### src/rtl/req_encoder_16to4.sv
// req_encoder_16to4: sequential 16-to-4 request encoder.
// Request lines are captured into a pending set. One pending line per
// valid/ready transfer is granted as a 4-bit index and retired. Index bit
// order matches the 4-to-16 decoder: code[0] is the index MSB and code[3] is
// the index LSB.
// Optional feature: define ROUND_ROBIN_EN for rotating-priority selection.
// Without it, selection is fixed priority and the lowest index wins.
module req_encoder_16to4 #(
  parameter int CNT_W = 8
) (
  input  logic             clk,
  input  logic             rst_n,
  input  logic [15:0]      req,
  output logic [3:0]       code,
  output logic             valid,
  input  logic             ready,
  output logic [15:0]      pending,
  output logic [CNT_W-1:0] merge_cnt
);

  localparam int SUM_W = CNT_W + 5;
  localparam logic [CNT_W-1:0] CNT_MAX = '1;

  // Reverses bit order between a binary index and the decoder-ordered code.
  function automatic logic [3:0] rev4(input logic [3:0] v);
    return {v[0], v[1], v[2], v[3]};
  endfunction

  logic [3:0]       sel_idx;
  logic             sel_found;
  logic             load;
  logic             grant;
  logic [15:0]      sel_mask;
  logic [15:0]      inflight_onehot;
  logic [15:0]      hit_vec;
  logic [4:0]       hit_cnt;
  logic [SUM_W-1:0] merge_sum;
  logic [CNT_W-1:0] merge_next;
  logic [15:0]      pending_next;

`ifdef ROUND_ROBIN_EN
  logic [3:0] rr_ptr;

  // Picks the first pending line at or after the rotate pointer, wrapping 15->0.
  always_comb begin
    // NOTE: every always_comb output gets a default first so no latch is inferred.
    sel_idx   = 4'd0;
    sel_found = 1'b0;
    // Walk the search order backwards so the earliest hit is the last write.
    for (int i = 15; i >= 0; i--) begin
      if (pending[4'(rr_ptr + 4'(i))]) begin
        sel_idx   = 4'(rr_ptr + 4'(i));
        sel_found = 1'b1;
      end
    end
  end

  // Advances the rotate pointer past each granted line; it moves only on a grant.
  always_ff @(posedge clk) begin
    if (!rst_n) begin
      rr_ptr <= 4'd0;
    end else if (grant) begin
      rr_ptr <= sel_idx + 4'd1;
    end
  end
`else
  // Picks the lowest-indexed pending line.
  always_comb begin
    sel_idx   = 4'd0;
    sel_found = 1'b0;
    for (int i = 15; i >= 0; i--) begin
      if (pending[i]) begin
        sel_idx   = 4'(i);
        sel_found = 1'b1;
      end
    end
  end
`endif

  // The output register is free when empty or being consumed this edge.
  assign load  = !valid || ready;
  assign grant = load && sel_found;

  // Derives the grant mask, the in-flight line and the merge-hit count.
  always_comb begin
    sel_mask        = '0;
    inflight_onehot = '0;
    hit_cnt         = '0;
    if (grant) begin
      sel_mask[sel_idx] = 1'b1;
    end
    if (valid) begin
      inflight_onehot[rev4(code)] = 1'b1;
    end
    hit_vec = req & (pending | inflight_onehot);
    for (int i = 0; i < 16; i++) begin
      hit_cnt = hit_cnt + {4'd0, hit_vec[i]};
    end
  end

  // A req bit arriving on the line being granted wins and stays pending.
  assign pending_next = (pending & ~sel_mask) | req;

  // Saturating accumulate: the sum is computed wide enough never to wrap.
  assign merge_sum  = SUM_W'(merge_cnt) + SUM_W'(hit_cnt);
  assign merge_next = (merge_sum > SUM_W'(CNT_MAX)) ? CNT_MAX : merge_sum[CNT_W-1:0];

  // Updates pending set, merge counter and the registered grant outputs.
  always_ff @(posedge clk) begin
    // NOTE: sequential state uses non-blocking assignments so all registers
    // see pre-edge values regardless of statement order.
    if (!rst_n) begin
      code      <= 4'd0;
      valid     <= 1'b0;
      pending   <= '0;
      merge_cnt <= '0;
    end else begin
      pending   <= pending_next;
      merge_cnt <= merge_next;
      if (load) begin
        if (sel_found) begin
          code  <= rev4(sel_idx);
          valid <= 1'b1;
        end else begin
          valid <= 1'b0;
        end
      end
    end
  end

endmodule

### config.mk
export PLATFORM = sky130hd
export DESIGN_NAME = req_encoder_16to4
export DESIGN_NICKNAME = d
export VERILOG_FILES = /design/src/rtl/req_encoder_16to4.sv
export SDC_FILE = /design/constraint.sdc
export NUM_CORES = 1
export LEC_CHECK = 0
export ABC_AREA = 1
export CELL_PAD_IN_SITES_DETAIL_PLACEMENT = 1
export CELL_PAD_IN_SITES_GLOBAL_PLACEMENT = 1
export CORE_UTILIZATION = 35
export CTS_CLUSTER_SIZE = 20
export DETAILED_ROUTE_END_ITERATION = 16
export GPL_ROUTABILITY_DRIVEN = 0
export PLACE_DENSITY = 0.89
export SKIP_CTS_REPAIR_TIMING = 1
export SLEW_MARGIN = 20
export SYNTH_ARGS = -nofsm -noshare
export SYNTH_HDL_FRONTEND = slang
export SYNTH_SLANG_ARGS = --single-unit
export TNS_END_PERCENT = 100
### constraint.sdc
create_clock -name clk -period 6.85 [get_ports clk]
set_input_delay 1.7125 -clock clk [delete_from_list [all_inputs] [get_ports clk]]
set_output_delay 1.7125 -clock clk [all_outputs]
set_load 0.01 [all_outputs]
### Yosys cells after proc, flatten, opt, wreduce, memory -nomap -nowiden

Index checks and enable logic that the tools add are counted.

* register bits after elaboration: 29
* input bits: 19
* output and inout bits: 29
* word-level logic and storage cells: 76

* add/subtract/negate cells: 16
* magnitude comparators: 5
* mux-type cells: 40
* bitwise operators: 5
* reduce and logical (&&, ||, !) cells: 6

Operator list (number)
* 4-bit two-way mux: 16
* 5-bit by 1-bit adder with 5-bit output: 11
* 16-bit bitwise AND: 2
* 16-bit two-way mux: 2
* 16-bit bitwise OR: 2
* 1-bit two-way mux: 19
* 16-bit NOT: 1
* 4-bit by 5-bit less-than comparator with 1-bit output, second input constant: 2
* 8-bit by 5-bit adder with 9-bit output: 1
* 9-bit by 8-bit greater-than comparator with 1-bit output, second input constant: 1
* 1-bit demux with 4-bit select: 2
* 4-bit by 1-bit greater-or-equal comparator with 1-bit output, second input constant: 2
* 8-bit two-way mux: 1
* 4-bit by 1-bit adder with 5-bit output: 1
* 3-bit by 1-bit adder with 4-bit output: 1
* 2-bit by 1-bit adder with 3-bit output: 1
* 1-bit logical AND: 3
* 1-bit by 1-bit adder with 2-bit output: 1
* 2-bit AND reduction: 1
* 1-bit zero test: 1
* 1-bit logical OR: 1

### Logic depth before layout (Yosys ltp)

Gate-level depths: netlist of run 1.

* depth after elaboration: 25
* mapped depth: 26
* gate-level depth less buffers: 26

### Worst setup path after synthesis of run 1

No wires, ideal clock.

* path kind: in2reg
* from: in req[0]
* to: reg merge_cnt[5]
* library setup time: 0.071 ns
* arrival time: 5.520 ns
* data required time: 6.779 ns
* path slack: 1.259 ns
* stages on the path: 20
* cell sequence: inv_1 -> a21oi_1 -> fa_1 -> inv_1 -> fa_1 -> fa_1 -> inv_1 -> fa_1 -> fa_1 -> inv_1 -> fa_1 -> nor2_1 -> o21ai_1 -> nand2_1 -> nand2_1 -> a21oi_1 -> nand2_1 -> nor2_1 -> inv_2 -> a21oi_1

* longest elaborated chain between the ends: 19

RTL lines
* from (decl): line 13 `input logic [15:0] req,`
* 16-bit bitwise AND *: line 95 `hit_vec = req & (pending | inflight_onehot);`
* 1-bit by 1-bit adder with 2-bit output *: line 97 `hit_cnt = hit_cnt + {4'd0, hit_vec[i]};`
* 2-bit by 1-bit adder with 3-bit output *: line 97
* 3-bit by 1-bit adder with 4-bit output *: line 97
* 4-bit by 1-bit adder with 5-bit output *: line 97
* 5-bit by 1-bit adder with 5-bit output * (11 in a row): line 97
* 8-bit by 5-bit adder with 9-bit output *: line 105 `assign merge_sum = SUM_W'(merge_cnt) + SUM_W'(hit_cnt);`
* 9-bit by 8-bit greater-than comparator with 1-bit output: line 106 `assign merge_next = (merge_sum > SUM_W'(CNT_MAX)) ? CNT_MAX : merge_sum[CNT_W-1:0];`
* 8-bit two-way mux *: line 106
* to (signal assigned): line 119 `merge_cnt <= merge_next;`
* to (decl): line 18 `output logic [CNT_W-1:0] merge_cnt`

Every way passes the cells marked *; elsewhere a longest branch is shown, timed or not.
A chain may end at the register's enable or synchronous reset.

### Final worst setup path of run 1

* from: in req[10]
* to: reg merge_cnt[5]

* longest elaborated chain between the ends: 10

RTL lines (line)
* 16-bit bitwise AND *: 95
* 5-bit by 1-bit adder with 5-bit output * (6 in a row): 97
* 8-bit by 5-bit adder with 9-bit output *: 105
* 9-bit by 8-bit greater-than comparator with 1-bit output: 106
* 8-bit two-way mux *: 106

Marks and branches as above.

==> out/summary.md, run 1 <==
After floorplanning, the core was divided into 27 placement rows. Internal power comes to 0.0004178 W. Measured against its own limit, the worst slew margin works out to 43.58%. The final critical path takes up 89.44% of the cycle. Setup slack on the critical path of the routed design comes to 723.1 ps.

The flow ran to the end, and the final reports show no timing, DRC or antenna violations. The portion of synthesized area spent on multiplexers is 0%. The setup check on the worst reg-to-reg path leaves a slack of 1590 ps. The placed wire-length estimate after detailed placement is 5.235 mm. The number of nets in the layout was 376. The design draws 0.0006950 W. Setup violations remaining at the end of the flow were counted as 0. After synthesis, the most frequently instantiated cells are sky130_fd_sc_hd__inv_1, sky130_fd_sc_hd__nand2_1, sky130_fd_sc_hd__a21oi_1. Root buffer cell: sky130_fd_sc_hd__clkbuf_8.

The critical path starts at req[10]. OpenSTA, run right after detailed placement, puts the worst setup slack at 379.9 ps. The final-layout setup total negative slack is 0 ps. Of all flip-flops after synthesis, the portion carrying an async set or reset was 0%. The maximum clock frequency is 0.1632 GHz, and the sequential share of power is 29.4%. The logs give 0 for the DRC violation count after routing and 6158 µm² for the die area. TritonCTS built the clock tree. The slew at the pin closest to its max-slew limit is 845.4 ps, and the xor-xnor portion of the synthesized cell area is 1.284%. Summing the areas of all compound-gate instances in the mapped netlist gives 15.34% of the synthesized area. The number of enable-type register cells in the synthesized netlist is 0, and the reported leakage power is 1.207 nW. The maximum fanout along the worst path works out to 4. The global-route wire length before repair came out at 10.62 mm. The tools report the critical path startpoint category as an input port. Via count of the first global-routing pass: 2,215.

The power density normalized to cell area is 258.7 nW/µm², and the pin count of the biggest net entering global routing is 23. The per-cell via count in the routed design is 5.188, and the total overflow reported by the global router is 0. The share of the synthesized area in the top cell type was 28.36%. Across the routed clock network, the largest skew measured is 7.625 ps.

The startpoint identified for the worst register-to-register timing path is valid. The cell count after synthesis came out at 285. Across the run, the number of max-cap violations was 0. Summed over all instances, the cell type with the most area after synthesis is sky130_fd_sc_hd__dfxtp_1.

The fraction of the mapped netlist area in simple logic gates was 25.92%; the worst-case reg-to-reg path depth was 22. The analysis attributes to net switching a power of 0.0002772 W. Sequential elements use 28.36% of the synthesized area. The CTS H-tree depth was 2.

Data on the critical path is required at its endpoint by 7050 ps. The die height works out to 78.48 µm. Data arrives at the worst endpoint at 6330 ps.

Among all flip-flop cells after synthesis, the most frequent one is sky130_fd_sc_hd__dfxtp_1. The endpoint identified for the worst register-to-register timing path is merge_cnt[5]. Global routing consumed, over all layers together, 22.61% of the routing resources.

The mapped cell area was 2047 µm²; the later-pin clock latency in the skew report was 280 ps. STA classifies the critical path endpoint as a register. After synthesis, the cell types taking the most area are sky130_fd_sc_hd__dfxtp_1, sky130_fd_sc_hd__fa_1, sky130_fd_sc_hd__inv_1, sky130_fd_sc_hd__nand2_1, sky130_fd_sc_hd__a21oi_1. The count of nets left with antenna violations once routing finished came out at 0. The most critical setup path has its endpoint at merge_cnt[5]. The tools report the number of hold violations in the final report as 0. The final standard cell area without fillers is 2686 µm², and the average cell area after synthesis is 7.182 µm². After the first detailed-routing iteration, the DRC count stood at 109. Counting I/O delays and the setup requirement, the final critical path takes 6127 ps. Clock tree synthesis inserted a total of 5 buffers. The clock passes through at most 2 buffers.

The core region area is 5574 µm², and the maximum VDD drop is 0.1634 mV. The routed layout has 2,122 vias. The count of buffers inserted at the top-level ports is 47, and the post-synthesis to final-layout area growth is 31.23%. The logs give 28 for the distinct cell type count after synthesis and 49.2% for the relative contribution of combinational cells to total power. Once the floorplan was initialized, standard cells occupied 36.72% of the core. The tools report the first-pass detailed-route iteration total as 4.

Cells with a size suffix above 1 make up 8.902% of the layout. The worst setup path category is input port to register. Setup repair after global routing left no endpoint under its margin.

For the routed wire length, the log shows 6.425 mm. Initial antenna violation count: 0. Clock sink count: 29.

The number of register bits inferred by synthesis is 29, and the post-synthesis net count is 324. The routed length per placed instance is 15.71 µm, and the synthesized-area fraction occupied by adder cells is 16.63%. The share of total power dissipated in the clock network is 21.4%.

The most common cell in the synthesized netlist is sky130_fd_sc_hd__inv_1. The clock transition at the register clock pins on the worst setup and hold paths after CTS is 70 ps. After synthesis, the largest family of logic cells by area is simple AND/OR/NAND/NOR gates.

Of the total power, the share spent switching nets is 39.89%. Counting instances, the worst hold path has a depth of 2. For the count of warnings emitted by yosys, the log shows 0.

The worst hold path belongs to the class register to register. The floorplan die width was 78.48 µm. The number of top-level pins was 48; the count of pins over their slew limit was 0. The tools report the number of diodes added for antenna fixing as 0. After detailed placement, the total cell area comes to 2600 µm².
-- registers in the layout, indices dropped and copies added (netlist names) --
register,flops
pending,16
merge_cnt,8
code,4
valid,1
-- critical path: stages --
cell	delay (ps)
sky130_fd_sc_hd__clkdlybuf4s50_1	490
sky130_fd_sc_hd__nand2_1	110
sky130_fd_sc_hd__fa_1	540
sky130_fd_sc_hd__inv_1	50
sky130_fd_sc_hd__fa_1	500
sky130_fd_sc_hd__inv_1	60
sky130_fd_sc_hd__fa_1	470
sky130_fd_sc_hd__inv_1	60
sky130_fd_sc_hd__fa_1	560
sky130_fd_sc_hd__fa_1	200
sky130_fd_sc_hd__inv_1	60
sky130_fd_sc_hd__fa_1	400
sky130_fd_sc_hd__nor2_1	130
sky130_fd_sc_hd__o21ai_1	90
sky130_fd_sc_hd__nand2_1	70
sky130_fd_sc_hd__nand2_1	70
sky130_fd_sc_hd__a21oi_1	240
sky130_fd_sc_hd__nand2_1	80
sky130_fd_sc_hd__nor2_1	200
sky130_fd_sc_hd__inv_2	80
sky130_fd_sc_hd__a21oi_1	150
-- through the flow --
step | hold slack [ps] | instances | util [%]
global placement | 466.9 | 402 | 46.64
floorplan | 495.5 | 285 | -
finish | 489.6 | 409 | 48.19
CTS | 489.1 | 409 | 48.19
global route | 515.9 | 409 | 48.19
detailed placement | 479.9 | 402 | 46.64
-- per-layer routing --
| metal | vias to the layer above | share of wire [%] | global-route usage [%] |
|---|---|---|---|
| met3 | 27 | 4.6 | 3.953 |
| met4 | 0 | 3.5 | 9.074 |
| li1 | 1015 | - | - |
| met5 | - | 0 | 0 |
| met1 | 1015 | 41 | 25.27 |
| met2 | 65 | 51 | 42.02 |
-- logic make-up after synthesis --
group           Yosys count
fa+ha+maj                20
simple gates            107
xor+xnor                  3
compound gates           58
buf+inv                  68
flops                    29
-- power groups by stage --
| stage | registers (W) | logic (W) | clock network (W) |
|---|---|---|---|
| 2_1_floorplan | 0.000214 | 0.000212 | 0 |
| 3_3_place_gp | 0.000208 | 0.000324 | 0 |
| 3_5_place_dp | 0.000208 | 0.000337 | 0 |
| 4_1_cts | 0.000205 | 0.000344 | 0.000150 |
| 5_1_grt | 0.000207 | 0.000387 | 0.000159 |
| 6_report | 0.000204 | 0.000342 | 0.000148 |
-- area by class of cell --
type	count	area [µm²]
tap	72	90.09
clock buffer	7	86.33
sequential	29	580.6
multi-input combinational	188	1211
timing repair buffer	47	470.5
inverter	66	247.7
fill	716	2888
-- cell usage in the layout (no fill, tap or decap), drive strengths merged --
cell type / netlist / final
nand2: 55 / 55
nor2: 15 / 15
xor2: 1 / 1
nand3: 18 / 18
or2: 1 / 1
o21ai: 17 / 17
clkbuf: 2 / 7
nand4: 10 / 10
a31oi: 1 / 1
nor4: 2 / 2
inv: 66 / 66
nor3: 6 / 6
o21bai: 2 / 2
clkdlybuf4s50: 0 / 47
xnor2: 2 / 2
dfxtp: 29 / 29
a211oi: 1 / 1
a21oi: 37 / 37
fa: 12 / 12
ha: 8 / 8
-- worst min path at each step --
stage,startpoint,to,slack [ps]
6_report,pending[7],pending[7],490
5_1_grt,pending[7],pending[7],520
4_1_cts,pending[11],pending[11],490
3_5_place_dp,pending[11],pending[11],480
3_3_place_gp,pending[7],pending[7],470
2_1_floorplan,pending[11],pending[11],500
Power figures use the tool's default switching activity.
==> inputs of run 2 (changes only) <==
Settings changed: SLEW_MARGIN 20 to 0.
==> results of run 2 <==
No change in the layout: final DEF, timing and power equal those of run 1.
==> inputs of run 3 (changes only) <==
Settings changed: TNS_END_PERCENT 100 to 5.
==> results of run 3 <==
No change in the layout: final DEF, timing and power equal those of run 1.
